<file path="src/rtl/booth_seq_mult.sv">
// Radix-4 Booth sequential multiplier controller.
// Drives an external partial-product generator and accumulates its result.
module booth_seq_mult #(
  parameter int MCAND_W = 25,
  parameter int MPLR_W  = 24,
  parameter int PP_W    = MCAND_W + 1,
  parameter int PROD_W  = MCAND_W + MPLR_W
) (
  input  logic               clk,
  input  logic               rst_n,
  input  logic               start,
  input  logic [MCAND_W-1:0] mcand,
  input  logic [MPLR_W-1:0]  mplr,
  output logic               busy,
  output logic [2:0]         grp,
  output logic [MCAND_W-1:0] mcand_o,
  input  logic [PP_W-1:0]    pp_in,
  output logic               done,
  output logic [PROD_W-1:0]  product
);

  localparam int N     = MPLR_W / 2;
  localparam int CNT_W = $clog2(N);

  typedef enum logic [1:0] {
    S_IDLE,
    S_RUN,
    S_DONE
  } state_t;

  state_t              state_q;
  state_t              state_d;
  logic [CNT_W-1:0]    cnt_q;
  logic [MPLR_W:0]     mreg_q;
  logic [PROD_W-1:0]   acc_q;
  logic [PROD_W-1:0]   pp_ext;
  logic [PROD_W-1:0]   pp_sh;
  logic [PROD_W-1:0]   acc_d;
  logic                pp_sign;
  logic                last;
  logic                accept;
  logic                in_run;

  assign in_run = (state_q == S_RUN);
  assign last   = (cnt_q == CNT_W'(N - 1));
  assign accept = start && !in_run;

  // -2x of the most-negative multiplicand is +2^(PP_W-1), which wraps
  // in PP_W bits; its true sign is known from grp and mcand_o.
  assign pp_sign = (grp == 3'b100 && mcand_o[MCAND_W-1])
                 ? 1'b0
                 : pp_in[PP_W-1];

  assign pp_ext = {{(PROD_W - PP_W){pp_sign}}, pp_in};
  assign pp_sh  = pp_ext << {cnt_q, 1'b0};
  assign acc_d  = acc_q + pp_sh;

  always_ff @(posedge clk or negedge rst_n) begin
    if (!rst_n) begin
      state_q <= S_IDLE;
    end else begin
      state_q <= state_d;
    end
  end

  always_comb begin
    state_d = state_q;
    unique case (state_q)
      S_IDLE: begin
        if (start) state_d = S_RUN;
      end
      S_RUN: begin
        if (last) state_d = S_DONE;
      end
      S_DONE: begin
        state_d = start ? S_RUN : S_IDLE;
      end
      default: state_d = S_IDLE;
    endcase
  end

  always_comb begin
    busy = 1'b0;
    done = 1'b0;
    grp  = 3'b000;
    unique case (1'b1)
      (state_q == S_RUN): begin
        busy = 1'b1;
        grp  = mreg_q[2:0];
      end
      (state_q == S_DONE): begin
        done = 1'b1;
      end
      default: ;
    endcase
  end

  always_ff @(posedge clk or negedge rst_n) begin
    if (!rst_n) begin
      mcand_o <= '0;
      mreg_q  <= '0;
      acc_q   <= '0;
      cnt_q   <= '0;
      product <= '0;
    end else if (accept) begin
      mcand_o <= mcand;
      mreg_q  <= {mplr, 1'b0};
      acc_q   <= '0;
      cnt_q   <= '0;
    end else if (in_run) begin
      acc_q  <= acc_d;
      mreg_q <= {2'b00, mreg_q[MPLR_W:2]};
      cnt_q  <= cnt_q + CNT_W'(1);
      if (last) product <= acc_d;
    end
  end

endmodule

</file>
<file path="config.mk">
export PLATFORM = sky130hd
export DESIGN_NAME = booth_seq_mult
export DESIGN_NICKNAME = d
export VERILOG_FILES = /design/src/rtl/booth_seq_mult.sv
export SDC_FILE = /design/constraint.sdc
export NUM_CORES = 1
export LEC_CHECK = 0
export CAP_MARGIN = 0
export CORE_MARGIN = 5
export CORE_UTILIZATION = 35
export CTS_CLUSTER_DIAMETER = 30
export CTS_CLUSTER_SIZE = 10
export DETAILED_ROUTE_END_ITERATION = 6
export GPL_TIMING_DRIVEN = 0
export PLACE_DENSITY = 0.53
export SYNTH_ARGS = -nofsm -noshare
export SYNTH_HDL_FRONTEND = slang
export SYNTH_SLANG_ARGS = --single-unit
export TNS_END_PERCENT = 5
</file>
<file path="constraint.sdc">
create_clock -name clk -period 5.3 [get_ports clk]
set_input_delay 0.795 -clock clk [delete_from_list [all_inputs] [get_ports clk]]
set_output_delay 0.795 -clock clk [all_outputs]
set_load 0.01 [all_outputs]
</file>
==> After elaboration in Yosys (flattened, before gate mapping) <==
Index checks and enable logic that the tools add are counted.
{ "classes": {"addsub": 2, "bitwise": 1, "reduce_logical": 7, "eq_ne": 6, "n_mux": 14, "shifts": 1} }
{ "op_table": {"columns": ["cell", "count"], "rows": [
  ["two-way mux 49 bit", 2],
  ["two-way mux 25 bit", 2],
  ["adder 49 bit", 1],
  ["<< shifter 49 x 5 -> 49 bit", 1],
  ["two-way mux 4 bit", 2],
  ["case mux 2 bit (3 select lines)", 1],
  ["adder 4 x 1 -> 4 bit, second input constant", 1],
  ["== test 4 bit, second input constant", 1],
  ["two-way mux 1 bit", 4],
  ["two-way mux 2 bit", 2],
  ["inequality test 2 bit, second input constant", 2],
  ["== test 3 bit, second input constant", 1],
  ["two-way mux 3 bit", 1],
  ["AND reduction 3 bit", 1],
  ["== test 2 x 1 -> 1 bit, second input constant", 1],
  ["== test 2 bit, second input constant", 1],
  ["logical AND 1 bit", 2],
  ["logical NOT 2 bit", 1],
  ["AND reduction 2 bit", 1],
  ["nonzero test 2 bit", 1],
  ["logical NOT 1 bit", 1],
  ["NOT 1 bit", 1]
]} }
{ "totals": {"out_inout_bits": 79, "word_cells": 37, "input_bits": 78, "regBits": 154} }

==> Longest topological paths before layout <==
Gate-level depths: netlist of run 1.
{ "depth": {"depth_word": 9, "ltp_mapped": 21, "depth_no_buf": 20} }

==> Least setup slack after synthesis of run 1 <==
OpenSTA, ideal clock, no wires.
{ "synth_path": {"path_type": "reg2reg", "start": "reg cnt_q[0]", "end": "reg product[43]", "n_path_buf": 4, "setup_time_ns": 0.124, "required_ns": 5.176, "period_less_slack_ns": 4.175, "arrival_ns": 4.051, "setup_slack_ns": 1.125, "path_stages_with_launch": 19, "path_cell_list": "dfrtp_1 buf_1 clkbuf_1 clkbuf_1 nand2_1 o21ai_0 nor2_1 a21oi_1 nor2_1 ha_1 buf_2 nand4_1 or3_1 o41a_1 and3_4 nor2_4 a21oi_2 o21a_1 a211o_1"} }
{ "synth_between": {"elab_chain_cells": 2, "word_cells_on_any_way": 4, "cone_classes": "add/sub (1); eq/ne (1); shift (1); reduce/logical (1)"} }
{ "synth_rtl": {"columns": ["item", "line", "text"], "rows": [
  ["from (decl)", "33", "logic [CNT_W-1:0] cnt_q;"],
  ["from (signal assigned)", "113", "cnt_q <= cnt_q + CNT_W'(1);"],
  ["<< shifter 49 x 5 -> 49 bit or == test 4 bit (tied branches)", "55, 45", null],
  ["adder 49 bit or AND reduction 3 bit (tied branches)", null, null],
  ["to (signal assigned)", "104", "product <= '0;"],
  ["to (signal assigned)", "114", "if (last) product <= acc_d;"],
  ["to (decl)", "19", "output logic [PROD_W-1:0] product"]
]} }
Several ways; a longest one is shown, not always the timed one.
A chain may end at the register's enable or synchronous reset.

==> Worst setup path in the final report of run 1 <==
{ "layout_path": {"start": "reg state_q[1]", "end": "reg acc_q[48]"} }
{ "layout_between": {"elab_chain_cells": 9, "word_cells_on_any_way": 12, "cone_classes": "add/sub (1); eq/ne (2); shift (1); mux (4); reduce/logical (4)"} }
{ "layout_rtl": {"columns": ["item", "line", "text"], "rows": [
  ["from (decl)", "31", "state_t state_q;"],
  ["from (signal assigned)", "62", "state_q <= state_d;"],
  ["== test 2 x 1 -> 1 bit *", "44, 87", null],
  ["two-way mux 3 bit", "86", "unique case (1'b1)"],
  ["== test 3 bit", "50", "assign pp_sign = (grp == 3'b100 && mcand_o[MCAND_W-1])"],
  ["logical AND 1 bit", "50", null],
  ["two-way mux 1 bit", "51", "? 1'b0"],
  ["<< shifter 49 x 5 -> 49 bit", "55", "assign pp_sh = pp_ext << {cnt_q, 1'b0};"],
  ["adder 49 bit", "56", "assign acc_d = acc_q + pp_sh;"],
  ["two-way mux 49 bit", "110", "end else if (in_run) begin"],
  ["two-way mux 49 bit", "105", "end else if (accept) begin"],
  ["to (signal assigned)", "102", "acc_q <= '0;"],
  ["to (signal assigned)", "108", "acc_q <= '0;"],
  ["to (signal assigned)", "111", "acc_q <= acc_d;"],
  ["to (decl)", "35", "logic [PROD_W-1:0] acc_q;"]
]} }
Mark *: on every way between the ends. The rest lies on a longest branch, timed or not. The select of a mux whose other input is x is not followed.

==> results of run 1 <==
## through the flow
step	TNS [ns]	cell area, sq um	hold WS (ns)	setup WS (ns)	cells
finish	0	12600	0.258	0.283	1716
global route	0	12600	0.311	0.0140	1716
CTS	0	12600	0.286	0.0364	1716
detailed placement	-4.14	12000	0.462	-0.460	1685
global placement	-530.11	12000	0.462	-3.43	1684
floorplan	0	9940	0.449	1.12	1151
## critical path: cells and delay by family (launching register included)
kind	cells	cell delay [ns]
adders and majority gates	1	0.38
DFF	1	0.37
and+or+nand+nor	4	0.97
AOI/OAI and AO/OA	9	1.92
buffers and inverters	1	0.24
xor gates and xnor gates	1	0.27
muxes	2	0.69
## state kept, by name (all words and copies together) (netlist names)
| name | cells |
|---|---|
| acc_q | 49 |
| cnt_q | 4 |
| state_q | 2 |
| product | 49 |
| mreg_q | 25 |
| mcand_o | 25 |
## synth_stat cells, types with 8 or more instances
cell type | count | share of area
a211oi_1 | 15 | 0.011
a21o_1 | 26 | 0.020
a21oi_1 | 86 | 0.043
a31oi_1 | 9 | 0.0057
clkbuf_1 | 69 | 0.026
dfrtp_1 | 154 | 0.39
ha_1 | 50 | 0.063
inv_1 | 15 | 0.0057
mux2_2 | 29 | 0.033
mux2i_1 | 61 | 0.061
nand2_1 | 175 | 0.066
nand2b_1 | 9 | 0.0057
nand3_1 | 63 | 0.032
nand4_1 | 11 | 0.0069
nor2_1 | 68 | 0.026
nor3_1 | 10 | 0.0050
o21ai_0 | 147 | 0.074
o21ai_1 | 8 | 0.0040
o22ai_1 | 8 | 0.0050
xnor2_1 | 26 | 0.023
xor2_1 | 20 | 0.018
## kinds of logic (layout without fill, tap and decap cells)
group,after synthesis,after routing,share of synthesized area
fa+ha+maj,51,51,0.0649
buf+inv,94,281,0.0357
flops,154,154,0.388
compound gates,341,341,0.198
xor+xnor,46,46,0.0405
mux,97,97,0.110
simple gates,368,368,0.163
## path summary, 6_finish.rpt
kind                                         startpoint                      end  slack (ns)
worst max-delay path             state_q[1]$_DFFE_PN0P_    acc_q[48]$_DFFE_PN0P_        0.28
worst min-delay path                              rst_n  product[12]$_DFFE_PN0P_        0.26
worst max register to register   state_q[1]$_DFFE_PN0P_    acc_q[48]$_DFFE_PN0P_        0.28
worst min register to register  product[28]$_DFFE_PN0P_  product[28]$_DFFE_PN0P_        0.47
max in group asynchronous                         rst_n  product[47]$_DFFE_PN0P_        4.16
min in group clk                product[28]$_DFFE_PN0P_  product[28]$_DFFE_PN0P_        0.47
## cell type report
type / count / area share
Buffer: 76 / 0.0235
Clock buffer: 17 / 0.0337
Clock inverter: 15 / 0.0142
Inverter: 17 / 0.00506
Multi-Input combinational cell: 903 / 0.455
Sequential cell: 154 / 0.305
Tap cell: 378 / 0.0375
Timing Repair Buffer: 156 / 0.126
## repair_timing
| action | 4_1_cts | 5_1_grt |
|---|---|---|
| setup endpoints to repair | 19 | 28 |
| gates resized for setup | 4 | 15 |
| cloned | 0 | 0 |
## cell usage in the layout, fill, tap and decap left out, types with 7 or more instances in the layout
master           Yosys  final
clkdlybuf4s50_1      0    154
nand2_1            175    175
a211oi_1            15     14
xnor2_1             26     26
nand4_1             11     11
nand3_1             63     63
nand2b_1             9      8
nor2_1              68     68
o21a_1               7      7
o21ai_1              8     12
dfrtp_1            154    154
a21o_1              26     26
mux2i_1             61     61
clkbuf_16            0     17
ha_1                50     50
nor3_1              10     10
a31oi_1              9      9
a21oi_1             86     86
nor2b_1              7      7
inv_1               15     15
xor2_1              20     20
o21ai_0            147    143
mux4_2               7      7
clkbuf_1            69     62
mux2_2              29     29
o22ai_1              8      8
## routing by layer
metal | up-vias | wire [um] | GRT usage
li1 | 4465 | - | -
met1 | 4390 | 15000 | 0.284
met2 | 296 | 15500 | 0.346
met3 | 49 | 2600 | 0.0608
met4 | 4 | 764 | 0.0636
met5 | - | 27 | 0
==> reports/results.tsv, run 1 <==
metric	value	unit
ys_warn_count	0	
postCtsSetupBuffers	0	
clkSinkCount	154	
fmaxAchievable	199	MHz
drt-total-wl	33.9	mm
run_status	completed	
cp_slowest_cell	mux2i_1	
cts_tree	built	
clkLatencyLatePin	0.44	ns
root_buffer	clkbuf_16	
grt_max_degree	96	
synth-edff-count	0	
crit_type	reg -> reg	
crit_arrival	5.30	ns
grt_pass1_wl	53.3	mm
cts-buffers-inserted	17	
antenna_found_initial	2	
path_max_fanout	10	
vias_per_cell	5.36	
drc	0	
die_area	31900	sq um
netlist-cell-type-count	58	
path_clk_slew	0.07	ns
reg2reg_depth	18	
grt_setup_unrepaired	false	
syn_area_per_cell	8.64	sq um
io_buffers	155	
worst_pin_slew	0.880	ns
place_congestion	0.910	
cp-end-kind	flop	
ios	157	
htreeDepth	4	
multiInputGateArea	5740	sq um
num_rows	61	
cts.path.max_buffers	2	
cpMostUsedCell	o21ai_0	
finalCritPeriodShare	0.947	
firstDrtPassIters	5	
postCtsHoldBufs	0	
grt_pass1_vias	9370	
worstSetupStartpointType	flop	
synth_flop_cell	dfrtp_1	
fin_nets	1454	
dp_hpwl	26.2	mm
hold_viol	0	
fin_crit	5.02	ns
die_h	179	um
drive_above_1_share	0.0688	
path_cells	nand2b_2 -> inv_1 -> and2_1 -> nand3_1 -> nand2_1 -> o221ai_1 -> mux2i_1 -> mux2i_1 -> ha_1 -> a21oi_1 -> o21ai_0 -> a211oi_1 -> o21ai_0 -> a21o_1 -> o21ai_1 -> o21ai_1 -> xnor2_1 -> o21ai_0	
initial_core_util	0.356	
syn_inst	1151	
maxSlewHeadroom	0.414	
finClkSkew	0.0111	ns
seqCellArea	3850	sq um
post-route-util	0.452	
avgRoutedWirePerCell	19.7	um
vias	9204	
slowest_delay	0.42	ns
required	5.58	ns
drv_cap	0	
postRouteAntennaNets	0	
grt_usage	0.216	
setup_viol	0	
synth_nets	1280	
drtIter0Drc	680	
slew_violations	0	
synthArstFlopShare	1.00	
fillers	2829	
core	27900	sq um
yosysSeqAreaShare	0.388	
holdCritPathClass	in -> async	
grt-ovfl-total	0	
syn_to_final_growth	26.9	%
syn_area	9940	sq um
die_w	179	um
diodes	0	
synth_seq_cells	154	
Power of run 1 is left out: the tool's default activity adds up to more than one toggle a clock period on the data nets, which glitch-free logic cannot reach.
==> inputs of run 2 (changes only) <==
--- a/config.mk
+++ b/config.mk
@@ -12,7 +12,7 @@
 export CTS_CLUSTER_SIZE = 10
 export DETAILED_ROUTE_END_ITERATION = 6
 export GPL_TIMING_DRIVEN = 0
-export PLACE_DENSITY = 0.53
+export PLACE_DENSITY = 0.67
 export SYNTH_ARGS = -nofsm -noshare
 export SYNTH_HDL_FRONTEND = slang
 export SYNTH_SLANG_ARGS = --single-unit
==> run 2 against run 1 <==
  * Global-route usage fell by 0.76 points
  * Sequential share of layout area shrank 0.18 points
  * Critical path depth unchanged
  * Critical endpoint is now acc_q[45]$_DFFE_PN0P_
  * Largest cell class unchanged
==> reports/results.tsv, run 2 (synthesized netlist as in run 1, its figures left out) <==
metric	value	unit
grt-ovfl-total	0	
drive_above_1_share	0.0688	
holdCritPathClass	in -> async	
reg.largest.list	acc_q (49), product (49)	
firstDrtPassIters	5	
crit_arrival	5.29	ns
fmaxAchievable	200	MHz
place_congestion	0.971	
drt-total-wl	33.1	mm
ios	157	
cts.path.max_buffers	2	
layout_common_cells	nand2_1 (175), dfrtp_1 (154), clkdlybuf4s50_1 (154)	
drtIter0Drc	691	
cts_tree	built	
dp.cells	1685	
vias	9300	
path_clk_slew	0.07	ns
crit_type	reg -> reg	
worst_pin_slew	0.903	ns
required	5.59	ns
drv_cap	0	
num_rows	61	
dp_hpwl	25.9	mm
postRouteAntennaNets	0	
vias_per_cell	5.42	
seqCellArea	3850	sq um
multiInputGateArea	5760	sq um
cts-buffers-inserted	17	
drc	0	
initial_core_util	0.356	
root_buffer	clkbuf_16	
fillers	2787	
cp-end-kind	flop	
finClkSkew	0.0142	ns
die_h	179	um
post-route-util	0.454	
run_status	completed	
finalCritPeriodShare	0.943	
setup_viol	0	
syn_to_final_growth	27.7	%
core	27900	sq um
worstSetupStartpointType	flop	
grt_max_degree	99	
final_common_cell	nand2_1	
io_buffers	155	
grt_setup_unrepaired	false	
grt_pass1_wl	51.7	mm
antenna_found_initial	0	
grt_usage	0.208	
slew_violations	0	
maxSlewHeadroom	0.398	
clkSinkCount	154	
layout.cells.non_filler	1716	
fin_nets	1454	
fin_setup_tns	0	ns
grt_pass1_vias	9408	
htreeDepth	4	
avgRoutedWirePerCell	19.3	um
hold_viol	0	
fin_hold_ws	0.269	ns
die_w	179	um
die_area	31900	sq um
fin_crit	5.00	ns
diodes	0	
clkLatencyLatePin	0.44	ns
path_max_fanout	10	
run 2: cell types whose count changed in the layout (fill, tap and decap cells not counted), sizes merged:
cell	before	now
clkinvlp	1	2
clkinv	5	3
clkbuf	85	88
inv	24	19
bufinv	2	5
run 2: worst max-delay path: stages (launching register included):
cell and delay, ns:
dfrtp_1 0.40, buf_2 0.32, clkbuf_2 0.33, clkbuf_1 0.39
nand2_1 0.10, o21ai_0 0.28, nor2_1 0.08, a21oi_1 0.30
nor2_1 0.15, ha_1 0.30, buf_2 0.16, a21oi_1 0.23
o21ai_0 0.16, or3_1 0.36, o211ai_1 0.32, a21oi_1 0.24
a41oi_1 0.30, xor2_1 0.30, o21ai_0 0.12
run 2: worst paths after layout:
kind / startpoint / end / slack (ns) / depth (start not counted)
max: cnt_q[0]$_DFFE_PN0P_ / acc_q[45]$_DFFE_PN0P_ / 0.30 / 18
min: rst_n / product[15]$_DFFE_PN0P_ / 0.27 / 1
max reg2reg: cnt_q[0]$_DFFE_PN0P_ / acc_q[45]$_DFFE_PN0P_ / 0.30 / 18
min reg2reg: mreg_q[24]$_DFFE_PN0P_ / mreg_q[22]$_DFFE_PN0P_ / 0.48 / 2
max in group asynchronous: rst_n / product[45]$_DFFE_PN0P_ / 4.18 / 2
min in group clk: mreg_q[24]$_DFFE_PN0P_ / mreg_q[22]$_DFFE_PN0P_ / 0.48 / 2
run 2: final cells by class:
cell class	count	area share
Multi-Input combinational cell	903	0.454
Sequential cell	154	0.304
Timing Repair Buffer	156	0.125
Tap cell	378	0.0373
Clock buffer	20	0.0360
Buffer	76	0.0232
Clock inverter	12	0.0167
Inverter	17	0.00503
run 2: repair_timing:
action,4_1_cts,5_1_grt
setup endpoints to repair,14,21
buffers inserted,0,0
gates cloned,0,0
hold endpoints to repair,0,0
gates resized for setup,5,10
hold buffers,0,0
run 2: metal layers:
metal	vias up	routed length, um	global-route usage
met5	-	0	0
met3	54	2740	0.0644
li1	4462	-	-
met4	0	765	0.0560
met1	4442	14000	0.264
met2	342	15600	0.345
run 2: per-stage QoR:
stage	setup WS [ns]	instance area, sq um
after detailed placement	-0.434	12000
after global routing	0.00448	12700
after CTS	0.0322	12700
final	0.305	12700
after global placement	-3.07	12000
after floorplan	1.12	9940
Power of run 2 is left out for the same reason.
